### src/rtl/jpeg_vlx_byte_writer.sv
// jpeg_vlx_byte_writer
//   Takes entropy-coded bytes from the VLX bit-packer, optionally inserts a
//   0x00 after every 0xFF (JPEG byte stuffing), buffers them in a small FIFO
//   and writes each byte to memory as a Wishbone single-byte write at an
//   auto-incrementing address.
//
//   Build option: define JPEG_BYTE_STUFF_EN to enable 0xFF/0x00 stuffing.
//   Without it, bytes pass through unchanged.
//
// Ports
//   clk_i, rst_i        clock, asynchronous active-high reset
//   byte_valid_i/byte_i packer byte offer
//   byte_ready_o        byte accepted when valid and ready are both high
//   set_addr_i/addr_i   load start address (legal only when idle and empty)
//   cur_addr_o          address of the next byte to be written
//   busy_o              FIFO non-empty or bus cycle in progress
//   err_o               sticky bus error or illegal address load
//   wb_*                Wishbone master write port (big-endian byte lanes)
module jpeg_vlx_byte_writer #(
   parameter int unsigned DEPTH = 8,
   parameter int unsigned AW    = 3
) (
   input  logic        clk_i,
   input  logic        rst_i,
   input  logic        byte_valid_i,
   input  logic [7:0]  byte_i,
   output logic        byte_ready_o,
   input  logic        set_addr_i,
   input  logic [31:0] addr_i,
   output logic [31:0] cur_addr_o,
   output logic        busy_o,
   output logic        err_o,
   output logic        wb_cyc_o,
   output logic        wb_stb_o,
   output logic        wb_we_o,
   output logic [31:0] wb_adr_o,
   output logic [3:0]  wb_sel_o,
   output logic [31:0] wb_dat_o,
   input  logic        wb_ack_i,
   input  logic        wb_err_i
);

   localparam int unsigned CW = AW + 1;

   typedef enum logic [0:0] {S_IDLE = 1'b0, S_REQ = 1'b1} state_t;

   state_t          r_state;
   state_t          w_state_nxt;

   logic [7:0]      r_mem [DEPTH];
   logic [AW-1:0]   r_wr_ptr;
   logic [AW-1:0]   r_rd_ptr;
   logic [CW-1:0]   r_count;
   logic [CW-1:0]   w_count_nxt;
   logic [CW-1:0]   w_free_nxt;
   logic            r_ready;
   logic            r_busy;
   logic            r_err;
   logic [31:0]     r_cur_addr;

   logic            r_cyc;
   logic            r_stb;
   logic [31:0]     r_adr;
   logic [3:0]      r_sel;
   logic [31:0]     r_dat;
   logic            w_cyc_nxt;
   logic            w_stb_nxt;
   logic [31:0]     w_adr_nxt;
   logic [3:0]      w_sel_nxt;
   logic [31:0]     w_dat_nxt;

   logic            w_push;
   logic            w_stuff;
   logic            w_pop;
   logic            w_bus_done;
   logic            w_set_ok;
   logic [7:0]      w_head;

   assign w_push     = byte_valid_i & r_ready;
   assign w_bus_done = (r_state == S_REQ) & (wb_ack_i | wb_err_i);
   // An errored byte is dropped, so every completed bus cycle pops.
   assign w_pop      = w_bus_done;
   assign w_set_ok   = set_addr_i & (r_state == S_IDLE) & (r_count == '0);
   assign w_head     = r_mem[r_rd_ptr];

`ifdef JPEG_BYTE_STUFF_EN
   logic [AW-1:0]   w_wr_ptr1;
   assign w_wr_ptr1  = r_wr_ptr + AW'(1);
   assign w_stuff    = w_push & (byte_i == 8'hFF);
`else
   assign w_stuff    = 1'b0;
`endif

   assign w_count_nxt = r_count + CW'(w_push) + CW'(w_stuff) - CW'(w_pop);
   assign w_free_nxt  = CW'(DEPTH) - w_count_nxt;

   // FIFO storage; a stuffed 0xFF fills two consecutive slots at once.
   always_ff @(posedge clk_i) begin
      if (w_push) begin
         r_mem[r_wr_ptr] <= byte_i;
`ifdef JPEG_BYTE_STUFF_EN
         if (w_stuff) r_mem[w_wr_ptr1] <= 8'h00;
`endif
      end
   end

   // FIFO pointers, occupancy and registered ready/busy flags.
   always_ff @(posedge clk_i or posedge rst_i) begin
      if (rst_i) begin
         r_wr_ptr <= '0;
         r_rd_ptr <= '0;
         r_count  <= '0;
         r_ready  <= 1'b1;
         r_busy   <= 1'b0;
      end else begin
         r_wr_ptr <= r_wr_ptr + AW'(w_push) + AW'(w_stuff);
         r_rd_ptr <= r_rd_ptr + AW'(w_pop);
         r_count  <= w_count_nxt;
`ifdef JPEG_BYTE_STUFF_EN
         r_ready  <= (w_free_nxt >= CW'(2));
`else
         r_ready  <= (w_free_nxt != '0);
`endif
         r_busy   <= (w_count_nxt != '0) | (w_state_nxt == S_REQ);
      end
   end

   // Write address and sticky error flag.
   always_ff @(posedge clk_i or posedge rst_i) begin
      if (rst_i) begin
         r_cur_addr <= '0;
         r_err      <= 1'b0;
      end else begin
         if (w_set_ok) begin
            r_cur_addr <= addr_i;
            r_err      <= 1'b0;
         end else begin
            if (set_addr_i) r_err <= 1'b1;
            if (w_bus_done) begin
               if (wb_err_i) r_err      <= 1'b1;
               else          r_cur_addr <= r_cur_addr + 32'd1;
            end
         end
      end
   end

   // FSM state register.
   always_ff @(posedge clk_i or posedge rst_i) begin
      if (rst_i) r_state <= S_IDLE;
      else       r_state <= w_state_nxt;
   end

   // FSM next-state logic.
   always_comb begin
      w_state_nxt = r_state;
      case (r_state)
         S_IDLE:  if (r_count != '0)         w_state_nxt = S_REQ;
         S_REQ:   if (wb_ack_i | wb_err_i)   w_state_nxt = S_IDLE;
         default:                            w_state_nxt = S_IDLE;
      endcase
   end

   // FSM output logic: next values of the registered bus outputs.
   always_comb begin
      w_cyc_nxt = r_cyc;
      w_stb_nxt = r_stb;
      w_adr_nxt = r_adr;
      w_sel_nxt = r_sel;
      w_dat_nxt = r_dat;
      case (r_state)
         S_IDLE: begin
            if (r_count != '0) begin
               w_cyc_nxt = 1'b1;
               w_stb_nxt = 1'b1;
               w_adr_nxt = r_cur_addr;
               w_sel_nxt = 4'b1000 >> r_cur_addr[1:0];
               w_dat_nxt = {4{w_head}};
            end
         end
         S_REQ: begin
            if (wb_ack_i | wb_err_i) begin
               w_cyc_nxt = 1'b0;
               w_stb_nxt = 1'b0;
            end
         end
         default: begin
            w_cyc_nxt = 1'b0;
            w_stb_nxt = 1'b0;
         end
      endcase
   end

   // Bus output registers.
   always_ff @(posedge clk_i or posedge rst_i) begin
      if (rst_i) begin
         r_cyc <= 1'b0;
         r_stb <= 1'b0;
         r_adr <= '0;
         r_sel <= '0;
         r_dat <= '0;
      end else begin
         r_cyc <= w_cyc_nxt;
         r_stb <= w_stb_nxt;
         r_adr <= w_adr_nxt;
         r_sel <= w_sel_nxt;
         r_dat <= w_dat_nxt;
      end
   end

   assign byte_ready_o = r_ready;
   assign busy_o       = r_busy;
   assign err_o        = r_err;
   assign cur_addr_o   = r_cur_addr;
   assign wb_cyc_o     = r_cyc;
   assign wb_stb_o     = r_stb;
   assign wb_we_o      = r_cyc;
   assign wb_adr_o     = r_adr;
   assign wb_sel_o     = r_sel;
   assign wb_dat_o     = r_dat;

endmodule

### config.mk
export PLATFORM = sky130hd
export DESIGN_NAME = jpeg_vlx_byte_writer
export DESIGN_NICKNAME = d
export VERILOG_FILES = /design/src/rtl/jpeg_vlx_byte_writer.sv
export SDC_FILE = /design/constraint.sdc
export NUM_CORES = 1
export LEC_CHECK = 0
export BUFFER_PORTS_ARGS = -buffer_cell sky130_fd_sc_hd__buf_2
export CORE_MARGIN = 1
export CORE_UTILIZATION = 55
export CTS_CLUSTER_DIAMETER = 50
export CTS_CLUSTER_SIZE = 24
export DETAILED_ROUTE_END_ITERATION = 8
export PLACE_DENSITY = 0.86
export SYNTH_ARGS = -nofsm -noshare
export SYNTH_HDL_FRONTEND = slang
export SYNTH_SLANG_ARGS = --single-unit
### constraint.sdc
create_clock -name clk_i -period 7.5 [get_ports clk_i]
set_input_delay 0.75 -clock clk_i [delete_from_list [all_inputs] [get_ports clk_i]]
set_output_delay 0.75 -clock clk_i [all_outputs]
set_load 0.03 [all_outputs]
==> results.cfg <==
[logic_synthesis]
synthArstFlopShare = 0.587
netlist_instances = 498
syn_nets = 556
ys_warn_count = 0
netlist_area_um2 = 6750
synth_cell_types = 41
synth_top_area_frac = 0.334
synth_edf_count = 64
synthFlopType = dfrtp_1
syn_avg_cell_area_um2 = 13.5
ys_ff_latch = 155
ys_top_cells_by_area = dfrtp_1 33%, edfxtp_1 28%, mux2_2 6.2%
ys_seq_area_frac = 0.623
synth_area_leader_cell = dfrtp_1

[clock_network]
post_cts.repair.setup_buffers = 0
cts_buffers = 17
cts-root-buf = clkbuf_16
cts-resized-gates = 0
cts_sinks = 155
cts-htree-levels = 4
worstSkewPairLatency_ps = 420
clk_pin_slew_worst_paths_ps = 60
clockBufferDepth = 2
cts_tree = done
cts_hold_buf = 0

[sta]
worstMarginPinSlew_ps = 1130
period_minus_slack_ps = 2540
report.final.slew_viol_count = 0
finalCritPeriodShare = 0.338
rsz0062_at_grt = no
setup_viol = 0
holdWs_ps = 358
finalHoldViolCount = 0
maxSlewHeadroom = 0.245
fin_skew_ps = 10.0
fin_tns_setup_ps = 0
max_freq_mhz = 394

[finish]
multiInputGateArea_um2 = 2240
final_cells = 787
finish.instance_area_um2 = 8020
drive_gt1_frac = 0.391
final_util = 0.671
regArea_um2 = 4200
diodes = 0
fill_cells = 785
syn_to_final_growth_pct = 18.9
nets = 685

[placement]
port_buffers = 151
gp_congestion = 0.779
place_area_um2 = 7450
dp.final_hpwl_mm = 9.96
place_inst = 755

[power_and_ir_drop]
powerDensity_nw_per_um2 = 471
leakage_uw = 0.00346
peakVddDrop_v = 0.000260

[routing]
route.detailed.vias_per_inst = 5.74
drt_iter0_drc = 390
dr.pass1.iters = 5
wire_per_inst_um = 18.7
drc = 0
drt-total-wl_mm = 14.7
via_count = 4517
ant_nets = 0

[hold_path]
holdCritPathClass = input pin to async pin

[setup_path]
endpoint_kind = flip-flop
worstPathArrival_ps = 2840
cp_max_fo = 8
reg2reg_depth = 9
cp.required_ps = 7800
crit_type = flip-flop to flip-flop
cp-start-kind = flip-flop

[floorplanning]
die_x_um = 113
core.rowCount = 40
io_pins = 152
start_util = 0.564
core_area_um2 = 12000
die_h_um = 113
dieArea_um2 = 12700

[global_routing]
grt-ovfl-total = 0
grt_pass1_vias = 4484
grt_max_degree = 60
grt_pass1_wl_mm = 23.4
antenna_found_initial = 0
track_usage = 0.245

[job]
drv_cap = 0

[outcome]
outcome = finished, final reports clean
power breakdown:
part	switching (uW)	internal, uW
sequential	326	1160
combinational	938	544
clock	352	462
total	1620	2160
flip-flops by register name, summed over array words and instances, names as in the netlist:
register      cells
cur_addr_o       32
wb_dat_o          8
r_mem            64
err_o             1
r_state           1
r_wr_ptr          3
wb_adr_o         32
byte_ready_o      1
busy_o            1
r_rd_ptr          3
wb_stb_o          1
r_count           4
wb_sel_o          4
worst max-delay path, stage by stage (launching register included):
cell	delay [ps]
dfrtp_1	540
o21a_1	230
nand2_1	100
nand2_1	70
ha_1	160
inv_1	60
fa_1	490
inv_1	60
nor3_1	220
or3b_2	460
layout by cell type, fill, tap and decap left out, types with 3 or more instances in the layout:
cell type     n
nor3_1        7
a21oi_1      14
mux4_2       16
buf_4         5
inv_6         5
and2_1        5
clkbuf_16    17
nand2_1      47
inv_1         9
clkinv_2      3
dfrtp_1      90
o211ai_1      4
o21ai_0      23
ha_1         11
buf_2       151
nand4_1      14
nand3_1      15
xnor2_1       7
clkinvlp_4    3
nor2_1       27
and3_1        4
mux2_2       37
edfxtp_1     64
xor2_1       24
nor4_1        3
mux2i_1       8
final cells by class:
cell class              instances  area share
multi-input cells             287       0.279
inverters                      10     0.00484
clock inverters                15      0.0175
repair buffers                156      0.0989
clock buffers                  17      0.0530
flip-flops and latches        155       0.524
well taps                     147      0.0229
cells by family after synthesis:
group / after synthesis / synth area share
flops: 155 / 0.623
simple gates: 136 / 0.101
mux: 61 / 0.127
buf+inv: 56 / 0.0473
compound gates: 47 / 0.0386
xor+xnor: 31 / 0.0402
fa+ha+maj: 12 / 0.0234
Yosys cell counts, drive strengths merged (4+ instances only):
cell	instances
and2	5
nand3	15
o21ai	23
nand4	15
nand2	47
buf	33
nor2	27
a21oi	15
mux4	16
o211ai	4
clkbuf	13
xor2	24
ha	11
mux2i	8
and3	4
xnor2	7
dfrtp	90
mux2	37
nor3	7
nor4	4
edfxtp	64
inv	10
worst paths after layout:
| kind | startpoint | end | slack [ps] |
|---|---|---|---|
| worst max-delay path | r_state | busy_o | 4960 |
| worst min-delay path | rst_i | cur_addr_o[27] | 360 |
| worst max register to register | r_state | busy_o | 4960 |
| worst min register to register | wb_adr_o[15] | wb_adr_o[15] | 500 |
| max in group asynchronous | rst_i | wb_adr_o[12] | 6020 |
| min in group clk_i | wb_adr_o[15] | wb_adr_o[15] | 500 |
metal layers:
layer | track usage | up-vias | share of wire
met5 | 0 | - | 0
met4 | 0.106 | 0 | 0.023
met3 | 0.0686 | 26 | 0.067
met2 | 0.394 | 200 | 0.50
met1 | 0.315 | 2255 | 0.41
li1 | - | 2036 | -
through the flow:
step | power (uW) | worst slack (ps)
2_1_floorplan | 2580 | 4390
6_report | 3780 | 4960
4_1_cts | 3790 | 4970
5_1_grt | 3960 | 4800
3_3_place_gp | 2890 | 4660
3_5_place_dp | 2960 | 4570
No activity file was read; power rests on OpenSTA's default activity.
